--- config.mk ---
export PLATFORM = sky130hd
export DESIGN_NAME = reaction_timer_multi
export DESIGN_NICKNAME = d
export VERILOG_FILES = /design/src/rtl/reaction_pkg.sv /design/src/rtl/rt_lfsr.sv /design/src/rtl/reaction_timer_multi.sv
export SDC_FILE = /design/constraint.sdc
export NUM_CORES = 1
export LEC_CHECK = 0
export ABC_CLOCK_PERIOD_IN_PS = 4900
export BUFFER_PORTS_ARGS = -buffer_cell sky130_fd_sc_hd__buf_4
export CAP_MARGIN = 0
export CORE_MARGIN = 5
export CORE_UTILIZATION = 64
export CTS_BUF_LIST = sky130_fd_sc_hd__clkbuf_2 sky130_fd_sc_hd__clkbuf_4 sky130_fd_sc_hd__clkbuf_8
export DETAILED_ROUTE_END_ITERATION = 10
export PLACE_DENSITY_LB_ADDON = 0.05
export SETUP_SLACK_MARGIN = 0.5
export SYNTH_ARGS = -nofsm -noshare
export SYNTH_HDL_FRONTEND = slang
export SYNTH_SLANG_ARGS = --single-unit
--- constraint.sdc ---
create_clock -name CLK100MHZ -period 4.9 [get_ports CLK100MHZ]
set_input_delay 0.49 -clock CLK100MHZ [delete_from_list [all_inputs] [get_ports CLK100MHZ]]
set_output_delay 0.49 -clock CLK100MHZ [all_outputs]
set_load 0.01 [all_outputs]
--- src/rtl/reaction_pkg.sv ---
`default_nettype none
// ============================================================================
// Module      : reaction_pkg
// Description : Shared types and constants for the multi-player reaction
//               timer: FSM state encoding, LFSR feedback mask and the
//               winner-index width helper.
// Revision    : 1.0 - initial release
// ============================================================================
package reaction_pkg;

    // Round FSM states; encoding is visible on the state output port.
    typedef enum logic [1:0] {
        IDLE  = 2'd0,
        WAIT  = 2'd1,
        REACT = 2'd2,
        DONE  = 2'd3
    } rt_state_e;

    // Galois feedback mask for taps 16,14,13,11 (right-shifting form).
    localparam logic [15:0] c_lfsr_taps = 16'hB400;

    // Bits needed to index N players; at least one bit so N=1 still works.
    function automatic int win_w(input int n);
        int w;
        w = $clog2(n);
        return (w < 1) ? 1 : w;
    endfunction

endpackage
`default_nettype wire

--- src/rtl/rt_lfsr.sv ---
`default_nettype none
// ============================================================================
// Module      : rt_lfsr
// Description : 16-bit Galois LFSR (taps 16,14,13,11) with load-on-reset
//               seed, step enable and a truncated output window.
// Revision    : 1.0 - initial release
// ============================================================================
module rt_lfsr
    import reaction_pkg::*;
#(
    parameter logic [15:0] SEED  = 16'hACE1,
    parameter int          OUT_W = 16
) (
    input  logic             clk,
    input  logic             rst_n,
    input  logic             i_en,
    output logic [OUT_W-1:0] o_q
);

    logic [15:0] r_q;
    logic [15:0] w_next;

    // Shift right; when the bit leaving is 1, fold in the feedback mask.
    always_comb begin
        w_next = {1'b0, r_q[15:1]} ^ (r_q[0] ? c_lfsr_taps : 16'h0000);
    end

    // Register holds the seed while in reset and advances when enabled.
    always_ff @(posedge clk or negedge rst_n) begin
        if (!rst_n) begin
            r_q <= SEED;
        end else if (i_en) begin
            r_q <= w_next;
        end
    end

    assign o_q = r_q[OUT_W-1:0];

endmodule
`default_nettype wire

--- src/rtl/reaction_timer_multi.sv ---
`default_nettype none
// ============================================================================
// Module      : reaction_timer_multi
// Description : Multi-player reaction-timer core. Random foreplay delay,
//               light-on, per-player capture in ticks, false-start detection,
//               timeout, lowest-index winner arbitration and best-time hold.
// Revision    : 1.0 - initial release
// ============================================================================
module reaction_timer_multi
    import reaction_pkg::*;
#(
    parameter int          CLK_HZ    = 100_000_000,
    parameter int          TICK_HZ   = 1000,
    parameter int          N_PLAYERS = 4,
    parameter int          TIME_W    = 14,
    parameter int          MIN_DELAY = 1000,
    parameter int          DELAY_W   = 12,
    parameter int          TIMEOUT   = 9999,
    parameter logic [15:0] LFSR_SEED = 16'hACE1
) (
    input  logic                          CLK100MHZ,
    input  logic                          CPU_RESETN,
    input  logic                          start,
    input  logic                          clear,
    input  logic [N_PLAYERS-1:0]          btn,
    output logic [1:0]                    state,
    output logic                          light_on,
    output logic [TIME_W-1:0]             delay_ticks,
    output logic [N_PLAYERS*TIME_W-1:0]   rt_time,
    output logic [N_PLAYERS-1:0]          rt_valid,
    output logic [N_PLAYERS-1:0]          false_start,
    output logic [2:0]                    winner,
    output logic                          winner_valid,
    output logic [TIME_W-1:0]             best_time,
    output logic                          best_valid
);

    localparam int                 c_div       = CLK_HZ / TICK_HZ;
    localparam int                 c_presc_w   = $clog2(c_div);
    localparam logic [c_presc_w-1:0] c_presc_max = c_presc_w'(c_div - 1);
    localparam int                 c_win_w     = win_w(N_PLAYERS);
    localparam logic [TIME_W-1:0]  c_min_delay = TIME_W'(MIN_DELAY);
    localparam logic [TIME_W-1:0]  c_timeout   = TIME_W'(TIMEOUT);
    localparam logic [TIME_W-1:0]  c_one       = TIME_W'(1);

    // Registered state
    rt_state_e                      r_state;
    logic [c_presc_w-1:0]           r_presc;
    logic [TIME_W-1:0]              r_cnt;
    logic [TIME_W-1:0]              r_delay;
    logic [N_PLAYERS*TIME_W-1:0]    r_rt_time;
    logic [N_PLAYERS-1:0]           r_valid;
    logic [N_PLAYERS-1:0]           r_fs;
    logic [2:0]                     r_winner;
    logic                           r_win_valid;
    logic [TIME_W-1:0]              r_win_time;
    logic [TIME_W-1:0]              r_best;
    logic                           r_best_valid;
    logic                           r_done_entry;

    // Next-state values
    rt_state_e                      w_state_nxt;
    logic [TIME_W-1:0]              w_cnt_nxt;
    logic [TIME_W-1:0]              w_delay_nxt;
    logic [N_PLAYERS*TIME_W-1:0]    w_time_nxt;
    logic [N_PLAYERS-1:0]           w_valid_nxt;
    logic [N_PLAYERS-1:0]           w_fs_nxt;
    logic [2:0]                     w_winner_nxt;
    logic                           w_wv_nxt;
    logic [TIME_W-1:0]              w_wtime_nxt;
    logic [TIME_W-1:0]              w_best_nxt;
    logic                           w_bv_nxt;

    logic                           w_tick;
    logic [DELAY_W-1:0]             w_lfsr;
    logic [TIME_W-1:0]              w_new_delay;
    logic [N_PLAYERS-1:0]           w_cap;
    logic [c_win_w-1:0]             w_first;

    rt_lfsr #(
        .SEED  (LFSR_SEED),
        .OUT_W (DELAY_W)
    ) u_lfsr (
        .clk   (CLK100MHZ),
        .rst_n (CPU_RESETN),
        .i_en  (1'b1),
        .o_q   (w_lfsr)
    );

    assign w_tick      = (r_presc == c_presc_max);
    assign w_new_delay = c_min_delay + TIME_W'(w_lfsr);

    // Prescaler restarts on every state change so delays are whole tick periods.
    always_ff @(posedge CLK100MHZ or negedge CPU_RESETN) begin
        if (!CPU_RESETN) begin
            r_presc <= '0;
        end else if (clear || (w_state_nxt != r_state) || w_tick) begin
            r_presc <= '0;
        end else begin
            r_presc <= r_presc + c_presc_w'(1);
        end
    end

    // Next-state, capture, arbitration and best-time logic.
    always_comb begin
        w_state_nxt  = r_state;
        w_cnt_nxt    = r_cnt;
        w_delay_nxt  = r_delay;
        w_time_nxt   = r_rt_time;
        w_valid_nxt  = r_valid;
        w_fs_nxt     = r_fs;
        w_winner_nxt = r_winner;
        w_wv_nxt     = r_win_valid;
        w_wtime_nxt  = r_win_time;
        w_best_nxt   = r_best;
        w_bv_nxt     = r_best_valid;
        w_cap        = '0;
        w_first      = '0;

        case (r_state)
            IDLE: begin
                w_time_nxt   = '0;
                w_valid_nxt  = '0;
                w_fs_nxt     = '0;
                w_winner_nxt = '0;
                w_wv_nxt     = 1'b0;
                w_wtime_nxt  = '0;
                w_cnt_nxt    = '0;
                if (start) begin
                    w_delay_nxt = w_new_delay;
                    w_state_nxt = WAIT;
                end
            end

            WAIT: begin
                if (w_tick) begin
                    w_cnt_nxt = r_cnt + c_one;
                    if ((r_cnt + c_one) == r_delay) begin
                        w_state_nxt = REACT;
                        w_cnt_nxt   = '0;
                    end
                end
                // Any unlocked press before the light is a false start, including
                // a press on the very cycle the light is about to come on.
                w_cap = btn & ~r_valid;
                for (int i = 0; i < N_PLAYERS; i++) begin
                    if (w_cap[i]) begin
                        w_fs_nxt[i]                  = 1'b1;
                        w_valid_nxt[i]               = 1'b1;
                        w_time_nxt[i*TIME_W +: TIME_W] = c_timeout;
                    end
                end
                if (&w_valid_nxt) begin
                    w_state_nxt = DONE;
                    w_cnt_nxt   = '0;
                end
            end

            REACT: begin
                if (w_tick && (r_cnt != c_timeout)) begin
                    w_cnt_nxt = r_cnt + c_one;
                end
                w_cap = btn & ~r_valid;
                for (int i = 0; i < N_PLAYERS; i++) begin
                    if (w_cap[i]) begin
                        w_valid_nxt[i]               = 1'b1;
                        w_time_nxt[i*TIME_W +: TIME_W] = r_cnt;
                    end
                end
                // Scan downward so the lowest pressing index ends up selected.
                for (int i = N_PLAYERS - 1; i >= 0; i--) begin
                    if (w_cap[i]) begin
                        w_first = c_win_w'(i);
                    end
                end
                if ((|w_cap) && !r_win_valid) begin
                    w_wv_nxt     = 1'b1;
                    w_winner_nxt = 3'(w_first);
                    w_wtime_nxt  = r_cnt;
                end
                if (r_cnt == c_timeout) begin
                    for (int i = 0; i < N_PLAYERS; i++) begin
                        if (!w_valid_nxt[i]) begin
                            w_valid_nxt[i]               = 1'b1;
                            w_time_nxt[i*TIME_W +: TIME_W] = c_timeout;
                        end
                    end
                    w_state_nxt = DONE;
                    w_cnt_nxt   = '0;
                end else if (&w_valid_nxt) begin
                    w_state_nxt = DONE;
                    w_cnt_nxt   = '0;
                end
            end

            DONE: begin
                if (r_done_entry && r_win_valid &&
                    (!r_best_valid || (r_win_time < r_best))) begin
                    w_best_nxt = r_win_time;
                    w_bv_nxt   = 1'b1;
                end
                if (start) begin
                    w_time_nxt   = '0;
                    w_valid_nxt  = '0;
                    w_fs_nxt     = '0;
                    w_winner_nxt = '0;
                    w_wv_nxt     = 1'b0;
                    w_wtime_nxt  = '0;
                    w_cnt_nxt    = '0;
                    w_delay_nxt  = w_new_delay;
                    w_state_nxt  = WAIT;
                end
            end

            default: begin
                w_state_nxt = IDLE;
            end
        endcase

        // Abort overrides everything above but keeps the best-time record.
        if (clear) begin
            w_state_nxt  = IDLE;
            w_cnt_nxt    = '0;
            w_delay_nxt  = '0;
            w_time_nxt   = '0;
            w_valid_nxt  = '0;
            w_fs_nxt     = '0;
            w_winner_nxt = '0;
            w_wv_nxt     = 1'b0;
            w_wtime_nxt  = '0;
        end
    end

    // State and result registers.
    always_ff @(posedge CLK100MHZ or negedge CPU_RESETN) begin
        if (!CPU_RESETN) begin
            r_state      <= IDLE;
            r_cnt        <= '0;
            r_delay      <= '0;
            r_rt_time    <= '0;
            r_valid      <= '0;
            r_fs         <= '0;
            r_winner     <= '0;
            r_win_valid  <= 1'b0;
            r_win_time   <= '0;
            r_best       <= '0;
            r_best_valid <= 1'b0;
            r_done_entry <= 1'b0;
        end else begin
            r_state      <= w_state_nxt;
            r_cnt        <= w_cnt_nxt;
            r_delay      <= w_delay_nxt;
            r_rt_time    <= w_time_nxt;
            r_valid      <= w_valid_nxt;
            r_fs         <= w_fs_nxt;
            r_winner     <= w_winner_nxt;
            r_win_valid  <= w_wv_nxt;
            r_win_time   <= w_wtime_nxt;
            r_best       <= w_best_nxt;
            r_best_valid <= w_bv_nxt;
            r_done_entry <= (w_state_nxt == DONE) && (r_state != DONE);
        end
    end

    assign state        = r_state;
    assign light_on     = (r_state == REACT);
    assign delay_ticks  = r_delay;
    assign rt_time      = r_rt_time;
    assign rt_valid     = r_valid;
    assign false_start  = r_fs;
    assign winner       = r_winner;
    assign winner_valid = r_win_valid;
    assign best_time    = r_best;
    assign best_valid   = r_best_valid;

endmodule
`default_nettype wire

* Word level (Yosys, flattened, before mapping) *
Cells that the tools add are included.

cells by class
  add/sub/neg operators = 3
  order comparisons = 1
  equality and inequality tests = 18
  multiplexer cells = 75
  bitwise gates (word level) = 3
  reduce and logical (&&, ||, !) cells = 31

operators with widths
  cell                      number
  $mux W14                  25
  $pmux W56 S4              1
  $mux W56                  3
  $pmux W14 S4              1
  $pmux W14 S3              1
  $mux W2                   11
  $mux W1                   19
  $reduce_and A3 Y1         6
  $add A17 B1 Y17 const B   1
  $eq A17 B17 Y1 const B    1
  $mux W17                  1
  $mux W16                  1
  $mux W4                   4
  $pmux W4 S4               1
  $xor A15 B16 Y16          1
  $ne A3 B3 Y1 const B      5
  $add A14 B1 Y14 const B   1
  $eq A14 B14 Y1            1
  $eq A14 B14 Y1 const B    1
  $lt A14 B14 Y1            1
  $ne A14 B14 Y1 const B    1
  $add A10 B12 Y13 const A  1
  $pmux W4 S3               1
  $reduce_and A2 Y1         6
  22 further kinds          36

word-level totals
  flip-flop bits (word level) = 161
  bits of input ports = 8
  output and inout port bits = 100
  logic and storage cells = 151

* Depth between registers and ports, before layout *
Gate-level depths: netlist of run 1.

  word-level depth = 13
  mapped depth = 10
  gate-level depth less buffers = 9

* Modules after synthesis *
Synthesis of run 1 repeated with hierarchy kept, for this count alone.

second synthesis, totals
  cell total of the unflattened synthesis = 791
  area, all modules = 7,932.6 um2

by module, submodules not included
  module                times used  cells each  area each (um2)  seq. area each (um2)
  reaction_timer_multi  1           739         7,186.9          3,578.4
  rt_lfsr               1           52          745.7            410.4

* Worst setup path before layout of run 1 *
Ideal clock, no wire load.

  kind = flip-flop to flip-flop
  from = register r_cnt[1]
  to = register r_done_entry
  library setup time = 0.121 ns
  arrival = 2.466 ns
  required time = 4.779 ns
  setup slack = 2.313 ns
  stages on the path, launching flop included = 9
  path buffers = 0
  clock period less this slack = 2.587 ns
  cell sequence = dfrtp_1 > ha_1 > and4_4 > nor2b_4 > and2_1 > or4_1 > a2111o_1 > o31a_1 > and4b_1

on the way
  longest elaborated chain between the ends = 9
  elaborated cells between the ends (all ways) = 11
  those cells by class = add/sub (1); eq/ne (3); mux (6); reduce/logical (1)

ends and longest elaborated chain
  element                 RTL line                     text
  from (decl)             reaction_timer_multi.sv:49   logic [TIME_W-1:0] r_cnt;
  from (signal assigned)  reaction_timer_multi.sv:251  r_cnt <= w_cnt_nxt;
  $add A14 B1 Y14         reaction_timer_multi.sv:138  if ((r_cnt + c_one) == r_delay) begin
  $eq A14 B14 Y1          reaction_timer_multi.sv:138
  $mux W2                 reaction_timer_multi.sv:138
  $mux W2                 reaction_timer_multi.sv:136  if (w_tick) begin
  $mux W2                 reaction_timer_multi.sv:153  if (&w_valid_nxt) begin
  $pmux W2 S3 *           reaction_timer_multi.sv:120  case (r_state)
  $mux W2 *               reaction_timer_multi.sv:221  if (clear) begin
  via w_state_nxt[0]      reaction_timer_multi.sv:62   rt_state_e w_state_nxt;
  $eq A2 B2 Y1 *          reaction_timer_multi.sv:261  r_done_entry <= (w_state_nxt == DONE) && (r_state != DONE);
  $logic_and A1 B1 Y1 *   reaction_timer_multi.sv:261
  to (signal assigned)    reaction_timer_multi.sv:261
  to (decl)               reaction_timer_multi.sv:59   logic r_done_entry;

Mark *: on every way through the listed nets, which the timed path passes. The rest lies on a longest branch.
A chain may end at the register's enable or synchronous reset.

* Worst setup path after layout of run 1 *
  from = register r_cnt[8]
  to = register r_cnt[11]

on the way
  longest elaborated chain between the ends = 7
  elaborated cells between the ends (all ways) = 15
  those cells by class = add/sub (1); eq/ne (4); mux (8); reduce/logical (2)

ends and longest elaborated chain
  element          RTL line
  $add A14 B1 Y14  reaction_timer_multi.sv:137, reaction_timer_multi.sv:138, reaction_timer_multi.sv:161
  $eq A14 B14 Y1   reaction_timer_multi.sv:138
  $mux W14         reaction_timer_multi.sv:138
  $mux W14         reaction_timer_multi.sv:136
  $mux W14         reaction_timer_multi.sv:153
  $pmux W14 S4     reaction_timer_multi.sv:120
  $mux W14         reaction_timer_multi.sv:221

Several ways; a longest one is shown, not always the timed one. The select of a mux whose other input is x is not followed.

==> impl_results.md, run 1 <==
* Status: finished clean
* Crit end category: flop
* Top cell type's share of synthesized area at 49.5%
* First-pass GRT wire length at 30700 um
* Initial drt markers at 657
* Area leader, netlist: dfrtp_1
* DIE AREA at 0.0142 mm^2
* Synthesized area per cell at 10.3 um^2
* Setup CP Type: flop to flop
* Slew Limit Fails at 0
* WP data required at 5.24 ns
* Post-synth cell types at 64
* Startpoint types: flop
* DP HPWL at 13500 um
* Root Driver: clkbuf_8
* Placed inst area at 0.00844 mm^2
* CTS tree: yes
* Clock Pin Slew Worst Setup and Hold Paths at 0.08 ns
* Maximum vdd drop at 0.327 mV
* Initial Util at 66.0%
* Worst min path class: input port to async pin
* Cell Rows at 39
* Sw frac at 34.0%
* Reg2Reg Launch Point: r_cnt[8]
* Sequential fraction of design power at 43.4%
* Post-route cell area at 0.00886 mm^2
* Layout cells sized above 1 at 21.2%
* Clk sinks at 159
* Synth warnings at 0
* Number of max-cap violations at 0
* Total power at 3.42 mW
* Grt total ovfl at 0
* Detail Route Antenna Nets at 0
* Drt drc at 0
* Drt pass-1 iters at 6
* Achievable Freq at 295 MHz
* Power Dens Cells at 386 mW/mm^2
* Setup tns final at 0 ns
* Vias in the first global route at 5846
* Die W at 119 um
* Seq. cell area at 0.00399 mm^2
* Pint at 2.26 mW
* Post-Syn Area at 0.00764 mm^2
* Hold_buf cts at 0
* Critical R2R Capture: r_cnt[11]
* Multi-input gate area at 0.00333 mm^2
* Via-per-instance ratio at 6.03
* GPL Wtd Cong at 0.933
* Post_cts resized at 0
* Cells after Synth at 740
* Initial antenna violation count at 0
* Post-CTS Setup Inserts at 0
* Via count at 5997
* CP Max Fanout at 18
* Most frequent cells in the layout: dfrtp_1 (151), buf_4 (110), nor2_1 (71)
* Arrival time of the worst setup path at 3.73 ns
* Async S/R FF share, synth at 100%
* Layout area overhead at 16.1%
* Die H at 119 um
* Setup-failing EPs final at 0
* Final Skew at 0.0106 ns
* Global Route Usage Sum at 27.1%
* EDFF count, synth at 0
* Later-pin clock latency in the skew report at 0.45 ns
* R2R Setup Slk at 1.51 ns
* Seq/Total Area, Yosys at 52.2%
* Final min period at 3.39 ns
* Clock network fraction of total power at 29.6%
* Floorplan core area at 0.0116 mm^2
* Maximum root-to-sink buffer count at 2
* Final hold vios at 0
* Total wire length at 19100 um
* IO Port Bufs at 105
* Slew @ Worst Pin at 1.01 ns
* Fillers at 772
* RSZ-0062 raised after global routing: false
* Yosys reg bits at 159
* NetSw at 1.16 mW
* Relative slew slack at 32.6%
* Commonest non-fill, non-tap cell in the layout: dfrtp_1
* CTS H-tree lvls at 4
* Lkg Pwr at 4.14 nW
* N_diodes at 0
* Largest net degree at the start of global routing at 81
* Top cells by area, synth: dfrtp_1 (49%), xor2_1 (3.9%), nor2_1 (3.5%)
* Routed len/inst at 19.1 um
* Ys flop type: dfrtp_1
* I/O Pins at 108
* Layout Nets at 867
* TritonCTS Buffers at 17
* Fin crit share at 69.1%
* Comb pwr share at 27.0%
* Worst r2r path cells at 7
## layout make-up
type	count	share of cell area (%)
Clock buffer	22	3.20
Clock inverter	10	1.54
Inverter	29	1.23
Multi-Input combinational cell	521	37.6
Sequential cell	159	45.0
Tap cell	143	2.02
Timing Repair Buffer	111	9.45
## per-layer routing
metal | GRT usage (%) | vias up | routed length (um)
met1 | 37.9 | 2922 | 8430
li1 | - | 2793 | -
met3 | 5.73 | 25 | 1230
met4 | 9.70 | 0 | 332
met2 | 42.4 | 257 | 9050
met5 | 0 | - | 0
## logic make-up (layout without fill, tap and decap cells)
kind of cell	after synthesis	in the layout	synth area share, %
AOI/OAI and AO/OA	192	192	16.5
xor gates and xnor gates	52	52	5.96
adders and majority gates	20	20	3.28
buffers and inverters	61	172	4.31
DFF	159	159	52.2
muxes	14	14	2.06
other	1	2	0.0491
and+or+nand+nor	241	241	15.6
## cells in the mapped netlist, types with 5 or more instances
cell and count:
inv_1 29, clkbuf_1 14, nand4_1 5, nor2b_1 13, dfrtp_1 151, a21oi_1 50, o21ai_1 7, nor3_1 7
o21ai_0 52, nor4_1 8, nor2_1 71, xor2_1 34, mux2_2 14, ha_1 20, o21a_1 6, and3_1 7
buf_6 5, or3_1 5, nand3_1 19, xnor2_1 18, a22o_1 22, dfstp_2 8, nand2_1 69, o2bb2ai_1 24
buf_4 5, nand2b_1 17
## worst max path at each step
stage / slack (ns) / cells after the start / from / endpoint
floorplan: 2.31 / 8 / r_cnt[1] / r_done_entry
global placement: 1.64 / 7 / r_cnt[8] / r_cnt[11]
detailed placement: 1.56 / 7 / r_cnt[8] / r_cnt[11]
CTS: 1.54 / 7 / r_cnt[8] / r_cnt[11]
global route: 1.26 / 8 / r_cnt[0] / r_cnt[11]
finish: 1.51 / 7 / r_cnt[8] / r_cnt[11]
## registers in the layout, summed over array words and instances (netlist names)
name          cells
winner_valid      1
rt_valid          4
rt_time          56
r_presc          17
r_done_entry      1
delay_ticks      13
state             2
u_lfsr.r_q       16
best_valid        1
best_time        14
r_win_time       14
false_start       4
winner            2
r_cnt            14
## metrics by stage
step	cells	setup WS (ns)	hold WS [ns]	utilization [%]
floorplan	741	2.31	0.194	-
global placement	963	1.64	0.339	73.0
detailed placement	963	1.56	0.351	73.0
CTS	995	1.54	0.0841	76.6
global route	995	1.26	0.117	76.6
finish	995	1.51	0.0754	76.6
## power groups by stage
stage / Sequential (mW) / Clock (mW) / Combinational [mW]
2_1_floorplan: 1.51 / 0 / 0.566
3_3_place_gp: 1.50 / 0 / 0.893
3_5_place_dp: 1.51 / 0 / 0.904
4_1_cts: 1.48 / 1.03 / 0.911
5_1_grt: 1.50 / 1.10 / 1.01
6_report: 1.49 / 1.01 / 0.922
## critical path, stage by stage (launching register included)
cell and delay (ns):
dfrtp_1 0.61, or4b_4 0.54, o41a_2 0.50, nor2_1 0.16
o41a_2 0.37, o21ai_0 0.16, o21ai_1 0.67, o21ba_2 0.25
Note: power is estimated with default switching activity, not from simulation.
==> inputs of run 2 (changes only) <==
Settings changed: ABC_CLOCK_PERIOD_IN_PS 4900 to 3100, CORE_UTILIZATION 64 to 54.
Clock period 4.9 ns to 3.1 ns, I/O delays scaled along.
==> run 2 against run 1 <==
Effect of this change:
- clock-buffer cell count down 3
- sequential power up 57%
- cell count up 7.3%
- combinational power up 74%
- die area up 17%
- worst setup slack worse by 0.94 ns
- power up 59%
- largest power group unchanged
- clock power up 48%
- critical path type unchanged
- maximum frequency up 34%
- non-clock buffer count up 37
==> impl_results.md, run 2 (synthesized netlist as in run 1, its figures left out) <==
* Slew Limit Fails at 0 (unchanged)
* Post-route cell area at 0.00925 mm^2 (was 0.00886 mm^2)
* Cell Rows at 43 (was 39)
* Setup CP Type: flop to flop (unchanged)
* Crit end category: flop (unchanged)
* TritonCTS Buffers at 17 (unchanged)
* Achievable Freq at 395 MHz (was 295 MHz)
* R2R Setup Slk at 0.57 ns (was 1.51 ns)
* Worst r2r path cells at 8 (was 7)
* Detail Route Antenna Nets at 0 (unchanged)
* Root Driver: clkbuf_8 (unchanged)
* DP HPWL at 14100 um (was 13500 um)
* Largest net degree at the start of global routing at 78 (was 81)
* Status: finished clean (unchanged)
* Sequential fraction of design power at 43.1% (was 43.4%)
* Startpoint types: flop (unchanged)
* Slew @ Worst Pin at 0.773 ns (was 1.01 ns)
* Most frequent cells in the layout: dfrtp_1 (144), buf_4 (142), nor2_1 (69), nand2_1 (69), o21ai_0 (51) (was dfrtp_1 (151), buf_4 (110), nor2_1 (71))
* Power Dens Cells at 586 mW/mm^2 (was 386 mW/mm^2)
* Final cell count without fillers at 1068 (was 995)
* Clk sinks at 159 (unchanged)
* Vias in the first global route at 5971 (was 5846)
* Maximum vdd drop at 0.408 mV (was 0.327 mV)
* Initial drt markers at 508 (was 657)
* RSZ-0062 raised after global routing: true (was false)
* Clock network fraction of total power at 27.5% (was 29.6%)
* Final Skew at 0.0150 ns (was 0.0106 ns)
* Setup-failing EPs final at 0 (unchanged)
* Via-per-instance ratio at 5.76 (was 6.03)
* Comb pwr share at 29.4% (was 27.0%)
* Layout cells sized above 1 at 26.7% (was 21.2%)
* CTS H-tree lvls at 4 (unchanged)
* IO Port Bufs at 105 (unchanged)
* Drt pass-1 iters at 5 (was 6)
* Via count at 6147 (was 5997)
* Sw frac at 34.7% (was 34.0%)
* Seq. cell area at 0.00400 mm^2 (was 0.00399 mm^2)
* Total wire length at 19800 um (was 19100 um)
* Hold path depth at 3
* Initial antenna violation count at 0 (unchanged)
* Layout area overhead at 21.1% (was 16.1%)
* Placed inst area at 0.00867 mm^2 (was 0.00844 mm^2)
* WP data required at 3.45 ns (was 5.24 ns)
* Initial Util at 55.0% (was 66.0%)
* Placed cells at 1022 (was 963)
* Lkg Pwr at 4.33 nW (was 4.14 nW)
* First-pass GRT wire length at 31700 um (was 30700 um)
* Global Route Usage Sum at 24.4% (was 27.1%)
* Final min period at 2.53 ns (was 3.39 ns)
* N_diodes at 0 (unchanged)
* CP Cell Sequence: or4b_4, o41a_2, nor2_2, o41a_4, o21ai_0, o21ai_2, buf_6, o21ba_2 (was or4b_4, o41a_2, nor2_1, o41a_2, o21ai_0, o21ai_1, o21ba_2)
* Fillers at 1109 (was 772)
* Maximum root-to-sink buffer count at 2 (unchanged)
* Die W at 129 um (was 119 um)
* CP max stage delay at 0.57 ns (was 0.67 ns)
* CP max stage cell: or4b_4 (was o21ai_1)
* DIE AREA at 0.0166 mm^2 (was 0.0142 mm^2)
* Fin crit share at 81.6% (was 69.1%)
* Layout Nets at 904 (was 867)
* CTS tree: yes (unchanged)
* Floorplan core area at 0.0139 mm^2 (was 0.0116 mm^2)
* Commonest non-fill, non-tap cell in the layout: dfrtp_1 (unchanged)
* Worst min path class: input port to flop (was input port to async pin)
* NetSw at 1.88 mW (was 1.16 mW)
* Pint at 3.54 mW (was 2.26 mW)
* Final hold vios at 0 (unchanged)
* I/O Pins at 108 (unchanged)
* Max FFs per register at 56 (unchanged)
* Relative slew slack at 48.5% (was 32.6%)
* CP Max Fanout at 7 (was 18)
* Clock Pin Slew Worst Setup and Hold Paths at 0.08 ns (about the same)
* Setup tns final at 0 ns (unchanged)
* Later-pin clock latency in the skew report at 0.46 ns (was 0.45 ns)
* Routed len/inst at 18.5 um (was 19.1 um)
* Grt total ovfl at 0 (unchanged)
* Drt drc at 0 (unchanged)
* Arrival time of the worst setup path at 2.88 ns (was 3.73 ns)
* GPL Wtd Cong at 0.861 (was 0.933)
* Die H at 129 um (was 119 um)
* Number of max-cap violations at 0 (unchanged)
* Multi-input gate area at 0.00340 mm^2 (was 0.00333 mm^2)
==> run 2: power groups by stage <==
stage / Combinational (mW) / Clock (mW) / Sequential, mW
detailed placement: 1.46 / 0 / 2.37
CTS: 1.57 / 1.51 / 2.34
global route: 1.74 / 1.60 / 2.35
floorplan: 0.895 / 0 / 2.39
finish: 1.60 / 1.49 / 2.34
global placement: 1.44 / 0 / 2.37
==> run 2: worst paths after layout <==
path	to	startpoint
max	r_cnt[11]	r_cnt[6]
min	rt_valid[3]	btn[3]
max reg2reg	r_cnt[11]	r_cnt[6]
min reg2reg	u_lfsr.r_q[11]	u_lfsr.r_q[12]
max in group asynchronous	rt_time[7]	CPU_RESETN
min in group asynchronous	rt_time[39]	CPU_RESETN
==> run 2: area by class of cell <==
class,instances,share of cell area [%]
Clock buffer,19,2.76
Clock inverter,12,1.30
Inverter,29,1.18
Multi-Input combinational cell,521,36.7
Sequential cell,159,43.2
Tap cell,180,2.44
Timing Repair Buffer,148,12.4
==> run 2: timing repair <==
action                                  in CTS  in global routing
setup buffers                                5                  8
gates resized for setup                     12                 16
pin swaps                                    7                  5
endpoints found under the setup margin      29                 60
gates cloned                                 1                  0
hold endpoints to repair                    67                  0
hold buffers                                 1                  0
==> run 2: worst max-delay path, delay by kind of cell, from the launching register on <==
family                 cells  cell delay [ns]
AND/OR/NAND/NOR            2             0.71
AO/OA/AOI/OAI              5             1.16
buffers and inverters      1             0.14
flip-flops                 1             0.41
==> run 2: metal layers <==
| metal | wire length (um) | vias to the layer above | track usage (%) |
|---|---|---|---|
| met5 | 0 | - | 0 |
| met4 | 483 | 0 | 8.65 |
| met3 | 1010 | 28 | 4.65 |
| met2 | 9520 | 179 | 39.3 |
| met1 | 8790 | 3065 | 33.2 |
| li1 | - | 2875 | - |
==> run 2: stage by stage <==
stage / setup slack [ns] / power [mW] / hold WS (ns) / utilization, %
finish: 0.571 / 5.42 / 0.223 / 66.6
global route: 0.469 / 5.70 / 0.212 / 66.6
CTS: 0.506 / 5.42 / 0.189 / 65.8
detailed placement: 0.247 / 3.84 / 0.343 / 62.4
global placement: 0.357 / 3.81 / 0.337 / 62.4
floorplan: 0.513 / 3.29 / 0.0144 / -
==> inputs of run 3 (changes only) <==
Settings changed: ABC_CLOCK_PERIOD_IN_PS 3100 to 2400, CORE_UTILIZATION 54 to 60.
Clock period 3.1 ns to 2.4 ns, I/O delays scaled along.
==> run 3 against run 2 <==
Effect of this change:
- the flow now finishes with violations (negative setup slack)
- non-clock buffer count is 46 higher
- clock power is 36% higher
- via count is 9.2% higher
- worst hold slack worse by 0.12 ns
- critical path depth is 1 higher
- clock skew is 0.0035 ns lower
- first-iteration DRC count is 21% higher
- worst setup slack worse by 0.62 ns
- critical path type unchanged
- combinational power is 91% higher
- design area is 15% higher
- global-route usage is 5.6 points higher
- clock-buffer cell count is 4 higher
==> impl_results.md, run 3 (synthesized netlist as in run 1, its figures left out) <==
* Lkg Pwr at 4.77 nW (was 4.33 nW)
* Largest net degree at the start of global routing at 62 (was 78)
* Kind of cell adding the most delay to the critical path: compound AO/OA/AOI/OAI gates (unchanged)
* First-pass GRT wire length at 34900 um (was 31700 um)
* Layout Nets at 953 (was 904)
* Setup-failing EPs final at 8 (was 0)
* Relative slew slack at 44.1% (was 48.5%)
* Slew @ Worst Pin at 0.830 ns (was 0.773 ns)
* CP max stage cell: or4b_4 (unchanged)
* Drt drc at 0 (unchanged)
* CTS tree: yes (unchanged)
* Reg2Reg Launch Point: r_cnt[6] (unchanged)
* Worst hold start: btn[1] (was btn[3])
* Clock Pin Slew Worst Setup and Hold Paths at 0.09 ns (was 0.08 ns)
* Commonest non-fill, non-tap cell in the layout: buf_4 (was dfrtp_1)
* Seq. cell area at 0.00399 mm^2 (was 0.00400 mm^2)
* Sw frac at 36.7% (was 34.7%)
* GPL Wtd Cong at 0.958 (was 0.861)
* Worst Setup SP: r_cnt[6] (unchanged)
* TritonCTS Buffers at 17 (unchanged)
* CP Cell Sequence: or4b_4, o41a_4, nor2_4, o41a_4, o21ai_0, o21ai_1, buf_4, buf_4, nor2_4 (was or4b_4, o41a_2, nor2_2, o41a_4, o21ai_0, o21ai_2, buf_6, o21ba_2)
* Routed len/inst at 20.8 um (was 18.5 um)
* Final hold slack at 0.101 ns (was 0.223 ns)
* Vias in the first global route at 6622 (was 5971)
* Detail Route Antenna Nets at 0 (unchanged)
* Worst setup endpoint: r_cnt[4] (was r_cnt[11])
* Clk sinks at 159 (unchanged)
* Via count at 6714 (was 6147)
* NetSw at 2.98 mW (was 1.88 mW)
* Final worst slack at -0.0481 ns (was 0.571 ns)
* I/O Pins at 108 (unchanged)
* Max FFs per register at 56 (unchanged)
* Layout area overhead at 39.0% (was 21.1%)
* Initial drt markers at 613 (was 508)
* Final min period at 2.45 ns (was 2.53 ns)
* Maximum root-to-sink buffer count at 2 (unchanged)
* Initial antenna violation count at 0 (unchanged)
* Slew Limit Fails at 0 (unchanged)
* Number of max-cap violations at 0 (unchanged)
* Final cell count without fillers at 1110 (was 1068)
* Comb pwr share at 37.8% (was 29.4%)
* Sequential fraction of design power at 37.3% (was 43.1%)
* CTS H-tree lvls at 4 (unchanged)
* IO Port Bufs at 105 (unchanged)
* Power Dens Cells at 763 mW/mm^2 (was 586 mW/mm^2)
* Setup CP Type: flop to flop (unchanged)
* Status: finished with violations (was finished clean)
* Total wire length at 23100 um (was 19800 um)
* Global Route Usage Sum at 30.0% (was 24.4%)
* Final Skew at 0.0114 ns (was 0.0150 ns)
* DIE AREA at 0.0151 mm^2 (was 0.0166 mm^2)
* Layout cells sized above 1 at 43.7% (was 26.7%)
* Multi-input gate area at 0.00432 mm^2 (was 0.00340 mm^2)
* Fillers at 696 (was 1109)
* Via-per-instance ratio at 6.05 (was 5.76)
* Initial Util at 60.8% (was 55.0%)
* Crit end category: flop (unchanged)
* Placed cells at 1054 (was 1022)
* Final hold vios at 0 (unchanged)
* Root Driver: clkbuf_8 (unchanged)
* Grt total ovfl at 0 (unchanged)
* Critical R2R Capture: r_cnt[4] (was r_cnt[11])
* Worst min path class: input port to flop (unchanged)
* Later-pin clock latency in the skew report at 0.47 ns (was 0.46 ns)
* Clock network fraction of total power at 24.9% (was 27.5%)
* Critical path depth at 9 (was 8)
* Startpoint types: flop (unchanged)
* Maximum vdd drop at 0.866 mV (was 0.408 mV)
* Floorplan core area at 0.0126 mm^2 (was 0.0139 mm^2)
* N_diodes at 0 (unchanged)
* DP HPWL at 14600 um (was 14100 um)
* Worst r2r path cells at 9 (was 8)
* Failing checks: negative setup slack
* Arrival time of the worst setup path at 2.80 ns (was 2.88 ns)
* Die H at 123 um (was 129 um)
* WP buf/inv at 2 (was 1)
* Most frequent cells in the layout: buf_4 (174), dfrtp_1 (150), nand2_1 (61) (was dfrtp_1 (144), buf_4 (142), nor2_1 (69), nand2_1 (69), o21ai_0 (51))
* Drt pass-1 iters at 5 (unchanged)
* Pint at 5.13 mW (was 3.54 mW)
* Cell Rows at 41 (was 43)
* CP Max Fanout at 7 (unchanged)
* Die W at 123 um (was 129 um)
* RSZ-0062 raised after global routing: true (unchanged)
* CP max stage delay at 0.55 ns (was 0.57 ns)
* R2R Setup Slk at -0.05 ns (was 0.57 ns)
* Fin crit share at 102% (was 81.6%)
* WP data required at 2.75 ns (was 3.45 ns)
* Achievable Freq at 408 MHz (was 395 MHz)
-- run 3: how the worst min path moves through the flow --
stage / cells past startpoint / slack (ns) / end
after floorplan: 0 / -0.06 / best_time[0]
after global placement: 1 / 0.25 / rt_time[22]
after detailed placement: 1 / 0.26 / rt_time[22]
after CTS: 3 / 0.07 / rt_valid[1]
after global routing: 3 / 0.11 / rt_valid[2]
final: 3 / 0.10 / rt_valid[1]
-- run 3: tightest hold or removal path, cell delays in order --
cell	delay (ns)
buf_4	0.11
o21ai_2	0.06
a21oi_1	0.12
-- run 3: per-layer routing --
layer / part of all wire (%) / wire, um / GRT usage [%] / up-vias
li1: - / - / - / 2985
met1: 39 / 9070 / 39.3 / 3367
met2: 51 / 11700 / 49.8 / 299
met3: 6.2 / 1440 / 5.76 / 63
met4: 3.9 / 899 / 11.2 / 0
met5: 0 / 0 / 0 / -
-- run 3: cell type report --
| class | count | share of cell area, % |
|---|---|---|
| repair buffers | 194 | 14.9 |
| clock buffers | 23 | 2.75 |
| inverters | 29 | 1.03 |
| multi-input cells | 524 | 40.7 |
| flip-flops and latches | 159 | 37.6 |
| clock inverters | 9 | 1.04 |
| well taps | 172 | 2.03 |
-- run 3: timing repair --
item / CTS / global route
endpoints found under the hold margin: 59 / 0
resized for setup: 89 / 94
pin swaps: 34 / 28
hold buffers: 1 / 0
buffers inserted: 10 / 7
cloned: 4 / 2
setup endpoints to repair: 126 / 134
-- run 3: stage by stage --
step | utilization [%] | power [mW] | cell area (um^2) | setup WS [ns] | TNS (ns)
final | 84.5 | 8.10 | 10600 | -0.0481 | -0.321
after global routing | 84.5 | 8.48 | 10600 | -0.108 | -0.837
after CTS | 80.6 | 7.70 | 10100 | -0.0222 | -0.0629
after detailed placement | 73.0 | 5.32 | 9180 | -0.102 | -0.132
after global placement | 73.0 | 5.26 | 9180 | -0.0583 | -0.0583
after floorplan | - | 4.44 | 7860 | -0.0298 | -0.332
-- run 3: power by group through the flow --
stage          Combinational (mW)  Sequential, mW  Clock, mW
2_1_floorplan                1.34            3.10          0
3_3_place_gp                 2.22            3.04          0
3_5_place_dp                 2.27            3.04          0
4_1_cts                      2.68            2.99       2.03
5_1_grt                      3.28            3.04       2.16
6_report                     3.06            3.02       2.02
